--- config.mk ---
export PLATFORM = sky130hd
export DESIGN_NAME = ring_counter_param
export DESIGN_NICKNAME = d
export VERILOG_FILES = /design/src/rtl/ring_counter_param.sv
export SDC_FILE = /design/constraint.sdc
export NUM_CORES = 1
export LEC_CHECK = 0
export ABC_AREA = 1
export CORE_AREA = 2 2 39 41
export DETAILED_ROUTE_END_ITERATION = 8
export DIE_AREA = 0 0 41 43
export HOLD_SLACK_MARGIN = 0.08
export MAX_ROUTING_LAYER = met4
export PLACE_DENSITY = 0.75
export SLEW_MARGIN = 0
export SYNTH_ARGS = -nofsm -noshare
export SYNTH_HDL_FRONTEND = slang
export SYNTH_SLANG_ARGS = --single-unit
--- constraint.sdc ---
create_clock -name clk -period 4.18 [get_ports clk]
set_input_delay 0.418 -clock clk [delete_from_list [all_inputs] [get_ports clk]]
set_output_delay 0.418 -clock clk [all_outputs]
set_load 0.02 [all_outputs]
--- src/rtl/ring_counter_param.sv ---
// Width-generic ring / Johnson shift counter with direction, enable, parallel load,
// automatic correction of illegal states and registered wrap / illegal pulses.
module ring_counter_param #(
    parameter int unsigned WIDTH = 4
) (
    input  logic             clk,
    input  logic             reset,
    input  logic             en,
    input  logic             mode,
    input  logic             dir,
    input  logic             load,
    input  logic [WIDTH-1:0] load_val,
    output logic [WIDTH-1:0] q,
    output logic             wrap,
    output logic             illegal
);

    logic [WIDTH-1:0] q_q, q_d;
    logic             wrap_q, wrap_d;
    logic             illegal_q, illegal_d;

    logic [WIDTH-1:0] seed;
    logic [WIDTH-1:0] shifted;
    logic [5:0]       ones;
    logic [5:0]       trans;
    logic             legal;

    // Legality is judged against the mode presented this cycle, so a mode switch
    // onto an incompatible pattern is corrected on the very next edge.
    always_comb begin
        ones  = '0;
        trans = '0;
        for (int unsigned i = 0; i < WIDTH; i++) begin
            ones = ones + 6'(q_q[i]);
        end
        for (int unsigned i = 0; i < WIDTH - 1; i++) begin
            trans = trans + 6'(q_q[i] ^ q_q[i+1]);
        end
        legal = mode ? (trans <= 6'd1) : (ones == 6'd1);
        seed  = mode ? '0 : WIDTH'(1);
    end

    always_comb begin
        shifted = q_q;
        case ({mode, dir})
            2'b00:   shifted = {q_q[WIDTH-2:0], q_q[WIDTH-1]};
            2'b01:   shifted = {q_q[0], q_q[WIDTH-1:1]};
            2'b10:   shifted = {q_q[WIDTH-2:0], ~q_q[WIDTH-1]};
            default: shifted = {~q_q[0], q_q[WIDTH-1:1]};
        endcase
    end

    always_comb begin
        q_d       = q_q;
        wrap_d    = 1'b0;
        illegal_d = 1'b0;
        if (load) begin
            q_d = load_val;
        end else if (!legal) begin
            q_d       = seed;
            illegal_d = 1'b1;
        end else if (en) begin
            q_d    = shifted;
            wrap_d = (shifted == seed);
        end
    end

    always_ff @(posedge clk) begin
        if (reset) begin
            q_q       <= WIDTH'(1);
            wrap_q    <= 1'b0;
            illegal_q <= 1'b0;
        end else begin
            q_q       <= q_d;
            wrap_q    <= wrap_d;
            illegal_q <= illegal_d;
        end
    end

    assign q       = q_q;
    assign wrap    = wrap_q;
    assign illegal = illegal_q;

endmodule

After elaboration in Yosys (flattened, before gate mapping)

Cells that the tools add are included.

Latch bits: 0
Bits in writable memories: 0
Output and inout bits: 6
Memories: 0
Flip-flop bits (word level): 6
Input bits: 10
Memory bits (read-only): 0

Equality and inequality tests: 5
$lt $le $gt $ge: 1
Bitwise logic cells: 7
Shift operators: 0
Multiply operators: 0
Div/mod/pow operators: 0
Reduce and logical (&&, ||, !) cells: 3
Multiplexer cells: 7
Add/subtract/negate cells: 5

Operator list:

| kind                                                                  | number |
|---|---|
| 4-bit two-way mux                                                     | 3 |
| 4-bit case mux with 3 select lines                                    | 1 |
| 2-bit by 1-bit adder with 3-bit output                                | 2 |
| 1-bit by 1-bit adder with 2-bit output                                | 2 |
| 3-bit by 1-bit adder with 4-bit output                                | 1 |
| 4-bit by 1-bit equality test with 1-bit output                        | 1 |
| 4-bit by 1-bit equality test with 1-bit output, second input constant | 1 |
| 1-bit NOT                                                             | 4 |
| 4-bit OR reduction                                                    | 1 |
| 3-bit by 1-bit <= comparator with 1-bit output, second input constant | 1 |
| 1-bit two-way mux                                                     | 3 |
| 3-bit != test, second input constant                                  | 1 |
| 1-bit XOR                                                             | 3 |
| 2-bit by 1-bit equality test with 1-bit output, second input constant | 1 |
| 2-bit equality test, second input constant                            | 1 |
| 2-bit logical NOT                                                     | 1 |
| 2-bit OR reduction                                                    | 1 |

Depth between registers and ports, before layout

Depth in word-level cells: 7
Depth in mapped cells: 13
Depth with buffers taken out: 12

Worst setup path after synthesis

OpenSTA, ideal clock, no wires.

Path type: register to register
From: register q_q[0] (netlist: q[0])
To: register q_q[3] (netlist: q[3])
Period minus slack after synthesis: 2.300 ns
Setup slack: 1.880 ns
Cell stages (with the launch flop): 12
Arrival time: 2.234 ns
Library setup time: 0.066 ns
Cell sequence: dfxtp_1 > inv_1 > fa_1 > inv_1 > ha_1 > ha_1 > nor2_1 > nand3_1 > nand2_2 > buf_6 > nand3_1 > a21oi_2

Word-level cells in the longest chain between the ends: 7

RTL lines:

| item                                                                                                             | line   | text |
|---|---|---|
| from (decl)                                                                                                      | 18     | `logic [WIDTH-1:0] q_q, q_d;` |
| from (signal assigned)                                                                                           | 74     | `q_q <= q_d;` |
| 1-bit by 1-bit adder with 2-bit output or 1-bit XOR (tied branches)                                              | 34, 37 |  |
| 2-bit by 1-bit adder with 3-bit output or 1-bit by 1-bit adder with 2-bit output (tied branches)                 | 34, 37 |  |
| 3-bit by 1-bit adder with 4-bit output or 2-bit by 1-bit adder with 3-bit output (tied branches)                 | 34, 37 |  |
| 4-bit by 1-bit equality test with 1-bit output or 3-bit by 1-bit <= comparator with 1-bit output (tied branches) | 39     | `legal = mode ? (trans <= 6'd1) : (ones == 6'd1);` |
| 1-bit two-way mux                                                                                                | 39     |  |
| 4-bit two-way mux                                                                                                | 59     | `end else if (!legal) begin` |
| 4-bit two-way mux                                                                                                | 57     | `if (load) begin` |

Several ways; a longest one is shown, not always the timed one. The select of a mux whose other input is x is not followed.
A chain may end at the register's enable or synchronous reset.

Worst setup path in the final report

Same ends and word-level chain as after synthesis.

==> insert_results.sql <==
INSERT INTO impl_metrics (metric_group, metric, value, unit) VALUES
('status', 'outcome', 'finished clean', ''),
('worst_setup_path', 'worst_r2r_path_depth', '10', ''),
('clock_tree', 'cts-buffers-inserted', '3', ''),
('logic_synthesis', 'synth_seq_area_share', '22.5', '%'),
('power', 'power_frac_clock', '21.1', '%'),
('placement', 'dp_hpwl', '992', 'um'),
('floorplan', 'row_count', '14', ''),
('clock_tree', 'cts.repair.resized', '0', ''),
('timing', 'fin_crit_sh', '54.6', '%'),
('logic_synthesis', 'synth.lib_cells_used.distinct', '17', ''),
('routing', 'drt-total-wl', '1180', 'um'),
('routing', 'drtAntennaViolNets', '0', ''),
('logic_synthesis', 'synth.avg_cell_area', '6.20', 'um^2'),
('cells_and_area', 'post_route_cells_drive_above_1_share', '9.71', '%'),
('power', 'swShare', '40.2', '%'),
('placement', 'io_buffer_count', '15', ''),
('power', 'p_sw', '0.0992', 'mW'),
('timing', 'fmax', '438', 'MHz'),
('worst_setup_path', 'critPathKind', 'register to register', ''),
('routing', 'drt_first_iter_violations', '13', ''),
('worst_setup_path', 'setup.worst_path.end', 'q[3]', ''),
('power', 'power.share.combinational', '48.9', '%'),
('floorplan', 'die_area', '1760', 'um^2'),
('clock_tree', 'htree_levels', '1', ''),
('power', 'power.share.sequential', '30.0', '%'),
('floorplan', 'die_y', '43', 'um'),
('worst_setup_path', 'critPathMaxFanout', '11', ''),
('worst_setup_path', 'cp.arrival', '2.46', 'ns'),
('timing', 'finalClockSkew', '0.00161', 'ns'),
('timing', 'worst_hold_slack', '0.630', 'ns'),
('cells_and_area', 'filler_cell_count', '147', ''),
('logic_synthesis', 'synth-main-ff-cell', 'dfxtp_1', ''),
('logic_synthesis', 'synth-warning-count', '0', ''),
('cells_and_area', 'syn_to_final_growth', '34.0', '%'),
('grt', 'initial_antenna_violation_count', '0', ''),
('logic_synthesis', 'number_of_enable_flip_flop_cells_after_synthesis', '0', ''),
('floorplan', 'floorplan.initialDensity', '38.5', '%'),
('cells_and_area', 'layoutNonFillerInstCount', '119', ''),
('logic_synthesis', 'syn-num-nets', '101', ''),
('floorplan', 'fp.dieW', '41', 'um'),
('grt', 'grt_first_pass_wirelength', '1930', 'um'),
('min_path', 'min_path_cells', '4', ''),
('floorplan', 'ios', '16', ''),
('worst_setup_path', 'reg2reg_setup_slack', '1.90', 'ns'),
('worst_setup_path', 'critPathRequiredTime', '4.36', 'ns'),
('timing', 'timing.final.crit_period', '2.28', 'ns'),
('clock_tree', 'clkSlewWorstSetupHoldPaths', '0.04', 'ns'),
('cells_and_area', 'final_net_count', '120', ''),
('routing', 'vias_per_cell', '5.00', ''),
('clock_tree', 'tritoncts', 'done', ''),
('timing', 'timing.max_slew.rel_slack', '80.4', '%'),
('floorplan', 'design.core.area', '1380', 'um^2'),
('worst_setup_path', 'critical_path_endpoint_category', 'register', ''),
('worst_setup_path', 'timing.critical_path.from_type', 'register', ''),
('routing', 'drt-pass1-iter-count', '4', ''),
('clock_tree', 'clock_tree.buffer_depth', '2', ''),
('logic_synthesis', 'ys_async_sr_fraction', '0', '%'),
('worst_setup_path', 'worst_setup_path_startpoint', 'q[0]', ''),
('logic_synthesis', 'postSynthCellCount', '86', ''),
('timing', 'worst_pin_slew', '0.293', 'ns'),
('routing', 'detailroute.via_count', '595', ''),
('min_path', 'min-delay-path-class', 'register to register', ''),
('logic_synthesis', 'yosys_register_bits', '6', ''),
('grt', 'grt_start_max_net_pins', '12', ''),
('logic_synthesis', 'mappedNetlistArea', '533', 'um^2'),
('timing', 'fin_tns_setup', '0', 'ns'),
('power', 'total_leakage_power', '0.363', 'nW'),
('clock_tree', 'clock-root-buffer', 'clkbuf_4', ''),
('timing', 'final-hold-violation-count', '0', ''),
('grt', 'grtUsageTotal', '16.3', '%'),
('grt', 'grt_overflow_total', '0', '');
## per-stage QoR
step / util (%) / total power, mW / instance area, um^2 / setup WS, ns
finish: 51.6 / 0.247 / 714 / 1.90
global route: 51.6 / 0.270 / 714 / 1.66
CTS: 51.6 / 0.249 / 714 / 1.89
detailed placement: 50.0 / 0.196 / 692 / 1.89
global placement: 50.0 / 0.193 / 692 / 1.95
floorplan: - / 0.165 / 533 / 1.88
## per-layer routing
layer	GRT usage, %	part of all wire (%)
met5	-	0
met4	4.00	1.3
met3	6.28	6.3
met2	25.9	51
met1	18.4	41
## logic make-up (layout without fill, tap and decap cells)
| kind of cell | after synthesis | after routing | share of synthesized area [%] |
|---|---|---|---|
| AO/OA/AOI/OAI | 9 | 9 | 11.0 |
| adder cells (fa/ha/maj) | 5 | 5 | 13.1 |
| flip-flops | 6 | 6 | 22.5 |
| XOR/XNOR | 2 | 2 | 3.29 |
| AND/OR/NAND/NOR | 49 | 49 | 38.0 |
| buffers and inverters | 15 | 32 | 12.0 |
## synth_stat cells, types with 2 or more instances
cell     instances  share of area, %
nor2_1           8               5.6
inv_2            3               2.1
nand3_1         10               9.4
nand2_1         28                20
xor2_1           2               3.3
a21oi_1          3               2.8
inv_1           11               7.7
dfxtp_1          6                23
ha_1             4               9.4
a21oi_2          3               4.9
o21ai_0          2               1.9
## final cells by class
class / count / share of cell area, %
Clock buffer: 3 / 3.15
Inverter: 14 / 7.36
Multi-Input combinational cell: 65 / 48.9
Sequential cell: 6 / 16.8
Tap cell: 16 / 2.80
Timing Repair Buffer: 15 / 21.0
## worst max-delay path, cell delays in order, from the launching register on
cell     delay [ns]
dfxtp_1        0.42
inv_1          0.12
fa_1           0.54
inv_1          0.04
ha_1           0.17
ha_1           0.27
nor2_1         0.13
nand3_1        0.09
nand2_2        0.17
nand3_1        0.13
a21oi_2        0.14
## cell usage in the layout (no fill, tap or decap)
cell type,netlist,final
nand2_1,28,28
clkdlybuf4s50_1,0,15
inv_1,11,11
nand3_1,10,10
nor2_1,8,8
dfxtp_1,6,6
ha_1,4,4
inv_2,3,3
a21oi_1,3,3
a21oi_2,3,3
clkbuf_4,0,3
xor2_1,2,2
o21ai_0,2,2
nand2_2,1,1
a22oi_1,1,1
nor3_1,1,1
nand4_1,1,1
fa_1,1,1
## sequential cells by signal, indices dropped and copies added, names as in the netlist
name,cells
q,4
wrap,1
illegal,1
## power groups by stage
stage	combinational, mW	sequential [mW]	clock, mW
floorplan	0.0837	0.0815	0
global placement	0.119	0.0746	0
detailed placement	0.121	0.0748	0
CTS	0.122	0.0738	0.0533
global route	0.139	0.0749	0.0568
finish	0.121	0.0739	0.0521
## how the worst min path moves through the flow
stage                     slack (ns)   end  from
after floorplan                 0.56  q[1]  load
after global placement          0.61  q[0]  q[0]
after detailed placement        0.62  q[0]  q[0]
after CTS                       0.63  q[0]  q[0]
after global routing            0.69  q[0]  q[0]
final                           0.63  q[0]  q[0]
Power figures use the tool's default switching activity.
